<file path="config.mk">
export PLATFORM = sky130hd
export DESIGN_NAME = timer0_controller
export DESIGN_NICKNAME = d
export VERILOG_FILES = /design/src/rtl/timer0_pkg.sv /design/src/rtl/timer0_prescaler.sv /design/src/rtl/timer0_controller.sv
export SDC_FILE = /design/constraint.sdc
export NUM_CORES = 1
export LEC_CHECK = 0
export ABC_AREA = 1
export BUFFER_PORTS_ARGS = -buffer_cell sky130_fd_sc_hd__buf_2
export CORE_MARGIN = 4
export CORE_UTILIZATION = 43
export DETAILED_ROUTE_END_ITERATION = 12
export MAX_ROUTING_LAYER = met4
export PLACE_DENSITY = 0.75
export SYNTH_ARGS = -nofsm -noshare
export SYNTH_HDL_FRONTEND = slang
export SYNTH_SLANG_ARGS = --single-unit
</file>
<file path="constraint.sdc">
create_clock -name sysClock -period 1.43 [get_ports sysClock]
set_input_delay 0.143 -clock sysClock [delete_from_list [all_inputs] [get_ports sysClock]]
set_output_delay 0.143 -clock sysClock [all_outputs]
set_load 0.05 [all_outputs]
</file>
<file path="src/rtl/timer0_pkg.sv">
// ============================================================================
// Module   : timer0_pkg
// Brief    : Shared constants and types for the Timer/Counter0 controller.
// Revision : 1.0 - initial release
// ============================================================================
`default_nettype none

package timer0_pkg;

    localparam logic [2:0] CS_STOP     = 3'b000;
    localparam logic [2:0] CS_DIV1     = 3'b001;
    localparam logic [2:0] CS_DIV8     = 3'b010;
    localparam logic [2:0] CS_DIV64    = 3'b011;
    localparam logic [2:0] CS_DIV256   = 3'b100;
    localparam logic [2:0] CS_DIV1024  = 3'b101;
    localparam logic [2:0] CS_EXT_FALL = 3'b110;
    localparam logic [2:0] CS_EXT_RISE = 3'b111;

    localparam int OCF0  = 1;
    localparam int TOV0  = 0;
    localparam int OCIE0 = 1;
    localparam int TOIE0 = 0;
    localparam int WGM01 = 3;
    localparam int WGM00 = 6;

    localparam logic IRQ_ID_COMP = 1'b1;
    localparam logic IRQ_ID_OVF  = 1'b0;

    typedef enum logic [0:0] {
        IDLE = 1'b0,
        REQ  = 1'b1
    } state_t;

endpackage

`default_nettype wire

</file>
<file path="src/rtl/timer0_prescaler.sv">
// ============================================================================
// Module   : timer0_prescaler
// Brief    : Free-running prescaler, T0 edge detect and clock-select decode.
//            T0 edge sources exist only when TIMER0_EXT_CLK_EN is defined.
// Revision : 1.0 - initial release
// ============================================================================
`default_nettype none

module timer0_prescaler #(
    parameter int PRESCALE_W = 10
) (
    input  logic       sysClock,
    input  logic       system_reset,
    input  logic [2:0] cs,
    input  logic       t0_pin,
    output logic       tick
);
    import timer0_pkg::*;

    logic [PRESCALE_W-1:0] r_prescale;
    logic [PRESCALE_W-1:0] w_prescale_next;
    logic                  r_tick;
    logic                  w_tick_next;
    logic                  w_t0_rise;
    logic                  w_t0_fall;

    assign w_prescale_next = r_prescale + PRESCALE_W'(1);

`ifdef TIMER0_EXT_CLK_EN
    logic r_t0_q;

    always_ff @(posedge sysClock or negedge system_reset) begin
        if (!system_reset) begin
            r_t0_q <= 1'b0;
        end else begin
            r_t0_q <= t0_pin;
        end
    end

    assign w_t0_rise = t0_pin & ~r_t0_q;
    assign w_t0_fall = ~t0_pin & r_t0_q;
`else
    logic w_unused_t0;

    assign w_unused_t0 = t0_pin;
    assign w_t0_rise   = 1'b0;
    assign w_t0_fall   = 1'b0;
`endif

    // Decode on the next prescaler value so the registered tick lines up with
    // the cycle in which the low bits read all ones.
    always_comb begin
        w_tick_next = 1'b0;
        case (cs)
            CS_DIV1:     w_tick_next = 1'b1;
            CS_DIV8:     w_tick_next = &w_prescale_next[2:0];
            CS_DIV64:    w_tick_next = &w_prescale_next[5:0];
            CS_DIV256:   w_tick_next = &w_prescale_next[7:0];
            CS_DIV1024:  w_tick_next = &w_prescale_next[9:0];
            CS_EXT_FALL: w_tick_next = w_t0_fall;
            CS_EXT_RISE: w_tick_next = w_t0_rise;
            default:     w_tick_next = 1'b0;
        endcase
    end

    always_ff @(posedge sysClock or negedge system_reset) begin
        if (!system_reset) begin
            r_prescale <= '0;
            r_tick     <= 1'b0;
        end else begin
            r_prescale <= w_prescale_next;
            r_tick     <= w_tick_next;
        end
    end

    assign tick = r_tick;

endmodule

`default_nettype wire

</file>
<file path="src/rtl/timer0_controller.sv">
// ============================================================================
// Module   : timer0_controller
// Brief    : Timer/Counter0 count, compare/overflow flags and IRQ handshake.
//            Optional macro TIMER0_EXT_CLK_EN enables T0 edge clocking.
// Revision : 1.0 - initial release
// ============================================================================
`default_nettype none

module timer0_controller #(
    parameter int PRESCALE_W = 10,
    parameter int CNT_W      = 8
) (
    input  logic       sysClock,
    input  logic       system_reset,
    input  logic [7:0] TCCR_value,
    input  logic [7:0] OCR_value,
    input  logic [7:0] TIMSK_value,
    input  logic       TCNT_wr_en,
    input  logic [7:0] TCNT_wr_data,
    input  logic       TIFR_wr_en,
    input  logic [7:0] TIFR_wr_data,
    input  logic       t0_pin,
    input  logic       global_int_en,
    input  logic       irq_ack,
    output logic [7:0] TCNT_value,
    output logic [7:0] TIFR_value,
    output logic       irq_req,
    output logic       irq_id,
    output logic       tick
);
    import timer0_pkg::*;

    localparam logic [CNT_W-1:0] C_CNT_MAX = '1;

    logic [CNT_W-1:0] r_tcnt, w_tcnt_next;
    logic             r_block, w_block_next;
    logic             r_ocf, w_ocf_next;
    logic             r_tov, w_tov_next;
    logic             r_irq_id, w_irq_id_next;
    state_t           r_state, w_state_next;

    logic w_tick, w_ctc, w_match, w_tov_set;
    logic w_ack_comp, w_ack_ovf, w_comp_pend, w_ovf_pend, w_withdraw;
    logic w_unused_bits;

    timer0_prescaler #(
        .PRESCALE_W (PRESCALE_W)
    ) u_prescaler (
        .sysClock     (sysClock),
        .system_reset (system_reset),
        .cs           (TCCR_value[2:0]),
        .t0_pin       (t0_pin),
        .tick         (w_tick)
    );

    // PWM modes (WGM00=1) fall back to normal counting.
    assign w_ctc     = TCCR_value[WGM01] & ~TCCR_value[WGM00];
    assign w_match   = w_tick & ~TCNT_wr_en & ~r_block & (r_tcnt == OCR_value);
    assign w_tov_set = w_tick & ~TCNT_wr_en & (r_tcnt == C_CNT_MAX);

    always_comb begin
        w_tcnt_next  = r_tcnt;
        w_block_next = r_block;
        if (TCNT_wr_en) begin
            w_tcnt_next  = TCNT_wr_data;
            w_block_next = 1'b1;
        end else if (w_tick) begin
            w_block_next = 1'b0;
            if (w_match && w_ctc) begin
                w_tcnt_next = '0;
            end else begin
                w_tcnt_next = r_tcnt + CNT_W'(1);
            end
        end
    end

    assign w_ack_comp = (r_state == REQ) & irq_ack & (r_irq_id == IRQ_ID_COMP);
    assign w_ack_ovf  = (r_state == REQ) & irq_ack & (r_irq_id == IRQ_ID_OVF);

    // Hardware set dominates both software write-1-clear and acknowledge.
    assign w_ocf_next = w_match |
                        (r_ocf & ~(TIFR_wr_en & TIFR_wr_data[OCF0]) & ~w_ack_comp);
    assign w_tov_next = w_tov_set |
                        (r_tov & ~(TIFR_wr_en & TIFR_wr_data[TOV0]) & ~w_ack_ovf);

    assign w_comp_pend = global_int_en & r_ocf & TIMSK_value[OCIE0];
    assign w_ovf_pend  = global_int_en & r_tov & TIMSK_value[TOIE0];

    assign w_withdraw = (r_irq_id == IRQ_ID_COMP) ?
                        (~global_int_en | ~TIMSK_value[OCIE0] | ~w_ocf_next) :
                        (~global_int_en | ~TIMSK_value[TOIE0] | ~w_tov_next);

    always_comb begin
        w_state_next  = r_state;
        w_irq_id_next = r_irq_id;
        case (r_state)
            IDLE: begin
                if (w_comp_pend || w_ovf_pend) begin
                    w_state_next  = REQ;
                    w_irq_id_next = w_comp_pend ? IRQ_ID_COMP : IRQ_ID_OVF;
                end
            end
            REQ: begin
                if (irq_ack || w_withdraw) begin
                    w_state_next = IDLE;
                end
            end
            default: w_state_next = IDLE;
        endcase
    end

    always_ff @(posedge sysClock or negedge system_reset) begin
        if (!system_reset) begin
            r_tcnt   <= '0;
            r_block  <= 1'b0;
            r_ocf    <= 1'b0;
            r_tov    <= 1'b0;
            r_irq_id <= 1'b0;
            r_state  <= IDLE;
        end else begin
            r_tcnt   <= w_tcnt_next;
            r_block  <= w_block_next;
            r_ocf    <= w_ocf_next;
            r_tov    <= w_tov_next;
            r_irq_id <= w_irq_id_next;
            r_state  <= w_state_next;
        end
    end

    assign w_unused_bits = ^{TCCR_value[7], TCCR_value[5:4],
                             TIMSK_value[7:2], TIFR_wr_data[7:2]};

    assign TCNT_value = r_tcnt;
    assign TIFR_value = {6'b000000, r_ocf, r_tov};
    assign irq_req    = (r_state == REQ);
    assign irq_id     = r_irq_id;
    assign tick       = w_tick;

endmodule

`default_nettype wire

</file>
==> metrics.txt <==
CP arrival approximately 1.7 ns; initial core utilization between 40% and 50%; CP max-delay cell dfrtp_2; total gr overflow 0; Clk Latency, worst-skew pair 0.28 ns; most instantiated cells after synthesis 60 x nand2_1, 29 x inv_1, 24 x dfrtp_1, 18 x nand3_1, 18 x nor2_1; core area about 0.0037 sq mm; Setup violations, final 2; metal3 WL approximately 240 um; detailed router's first-iteration violation count between 100 and 150; number of vias per cell 4.81; Worst Setup End Kind flip-flop; FF+latch count, synth 24; initial antenna violation count 0; HP Class in2reg; FFs w/ async S/R, synth 100%; crit-path cells ha_4, nand3_4, nor2_4, nand2_2, o21ai_2, nand4_1, nand2_1, nand2_1, nand2_1; clk root buf clkbuf_8; CTS Buf Count 3; Max Root-Sink Buffers 2; CP Launch Type flip-flop; leakage power ~1.1 nW; Top Metal Used met4; Max Cap Viol 0; Slowest Stage Delay on Critical Path 0.46 ns; nets@finish 331; global-route wire length before repair between 6000 and 7000 um; Max Fclk 691 MHz; ant diodes 0; largest net degree at the start of global routing 25; Mapped Area roughly 0.0016 sq mm; Yosys Warn Count 0; wire length on met2 ~1900 um; register area share after synthesis a little under two fifths; GPL Wtd Cong roughly 0.92; Die Wd around 70 um; Pwr Density 796 mW/mm^2; TritonCTS clock tree built; die area about 0.0048 sq mm; # rows 22; post-synthesis cell count between 200 and 250; Synth-to-Final Area Change 32.8%; syn_area_per_cell 7.31 sq um; met1 wire length 1690 um; prevailing post-synth register cell dfrtp_1; final hold slack 0.0887 ns; r2r endpoint irq_req; Vias around 1,600; Critical Path RT approximately 1.7 ns; min cycle time layout 1.45 ns; clock slew at reported path FFs roughly 0.09 ns; cell accounting for the most synthesized area dfrtp_1; CP max FO 6; global-route usage over all layers approximately 16%; failing checks negative setup slack; final routed DRC violation total 0; RSZ-0062 raised after global routing true; final period utilization 101%; die span in y 69.4 um; post-DP HPWL between 2000 and 3000 um; worst hold stages 2; number of flops mapped to enable cells by yosys 0; Core Util, Final around three fifths; post-synth cell types 31; CTS Sinks 24; Port Buf Inserts 43; vias in the first global route 1,431; Max-slew headroom a little over three fifths; post-route ant nets 0; Crit path top cell by count nand2_1; setup slack, reg-to-reg -0.02 ns; dpl ws -0.0186 ns; routed wire length 3950 um; H-Tree Depth 1; worst-margin pin slew approximately 0.56 ns; post-synth top area share 37.0%; hold path startpoint TCCR_value[2]; drt wl/cell roughly 12 um; CP Class reg2reg; share of cells above drive strength 1 39.3%; Final WS setup -0.0175 ns; Hold Path Sink u_prescaler.tick; IO Count 66; RR Startpoint TCNT_value[0]; Final Slew Violations 0; Final Hold Vio Count 0; status finished with violations; VDD IR max ~0.54 mV; DRT Pass-1 Iters 4; most numerous cell in the Yosys netlist nand2_1; worst r2r path cells 9; skew final ~0.0071 ns; ranking of synthesized cells by area dfrtp_1 37%, nand2_1 14%, inv_1 6.7%
what timing repair did:
action                     4_1_cts  5_1_grt
hold buffers                     1        0
gates resized for setup          2       30
pin swaps                        1       10
setup buffers                    1        8
hold endpoints to repair        24        0
setup endpoints to repair        1       10
how the worst max path moves through the flow:
| stage | start | endpoint | slack, ns | cells past startpoint |
|---|---|---|---|---|
| 2_1_floorplan | u_prescaler.tick | irq_req | -0.04 | 8 |
| 3_3_place_gp | TCNT_value[0] | TCNT_value[3] | 0.02 | 8 |
| 3_5_place_dp | u_prescaler.r_prescale[1] | u_prescaler.tick | -0.02 | 8 |
| 4_1_cts | u_prescaler.r_prescale[1] | u_prescaler.tick | 0.002 | 10 |
| 5_1_grt | TCNT_value[0] | irq_req | -0.13 | 9 |
| 6_report | TCNT_value[0] | irq_req | -0.02 | 9 |
metal layers:
metal | track usage (%) | vias to the layer above
met4 | 4.77 | 0
met1 | 18.8 | 721
met5 | - | -
met2 | 27.2 | 41
met3 | 4.64 | 9
li1 | - | 807
layout make-up:
class / count / area, sq um
clock buffer: 4 / 55.1
fill: 332 / 1510
inverter: 37 / 139
multi-input combinational: 157 / 961
sequential: 24 / 609
tap: 48 / 60.1
timing repair buffer: 58 / 330
report_power, final:
| part | switching, mW | internal, mW | leakage (nW) |
|---|---|---|---|
| Combinational | 0.323 | 0.152 | 0.791 |
| Sequential | 0.0431 | 0.713 | 0.291 |
| Clock | 0.237 | 0.247 | 0.0288 |
logic make-up after synthesis:
kind of cell / count (synthesis) / share of synthesized area (%)
buffers and inverters: 46 / 13.0
flip-flops: 24 / 37.0
AO/OA/AOI/OAI: 20 / 8.79
other: 1 / 0.231
XOR/XNOR: 9 / 5.32
adder cells (fa/ha/maj): 3 / 2.31
AND/OR/NAND/NOR: 119 / 33.4
through the flow:
step | power, mW | TNS [ns] | cell area, sq um | cells
after global placement | 1.17 | 0 | 1890 | 314
after floorplan | 1.06 | -0.0409 | 1650 | 227
after global routing | 1.80 | -0.566 | 2150 | 328
after CTS | 1.66 | 0 | 1970 | 320
final | 1.72 | -0.0207 | 2150 | 328
after detailed placement | 1.18 | -0.0186 | 1890 | 314
critical path: cells and delay by family, from the launching register on:
family                   cells  cell delay [ns]
flip-flops                   1             0.46
AO/OA/AOI/OAI                1             0.15
AND/OR/NAND/NOR              7             0.58
adder cells (fa/ha/maj)      1             0.19
registers in the layout, summed over array words and instances, names as in the netlist:
register / cells
r_ocf: 1
u_prescaler.r_prescale: 10
TCNT_value: 8
r_tov: 1
r_block: 1
irq_id: 1
u_prescaler.tick: 1
irq_req: 1
placed cells by master, fill, tap and decap left out, types with 6 or more instances in the layout:
cell     Yosys  final
buf_4        8     14
nor2_1      18     15
xor2_1       8      8
nand2_2      2      8
dfrtp_1     24     17
nand2_1     60     53
inv_1       29     27
nand4_1      8      8
nand3_2      2      9
nand3_1     18      9
a22oi_1      8      8
inv_2        6      8
buf_2        0     43
conb_1       1      6
dfrtp_2      0      7
Note: power is estimated with default switching activity, not from simulation.
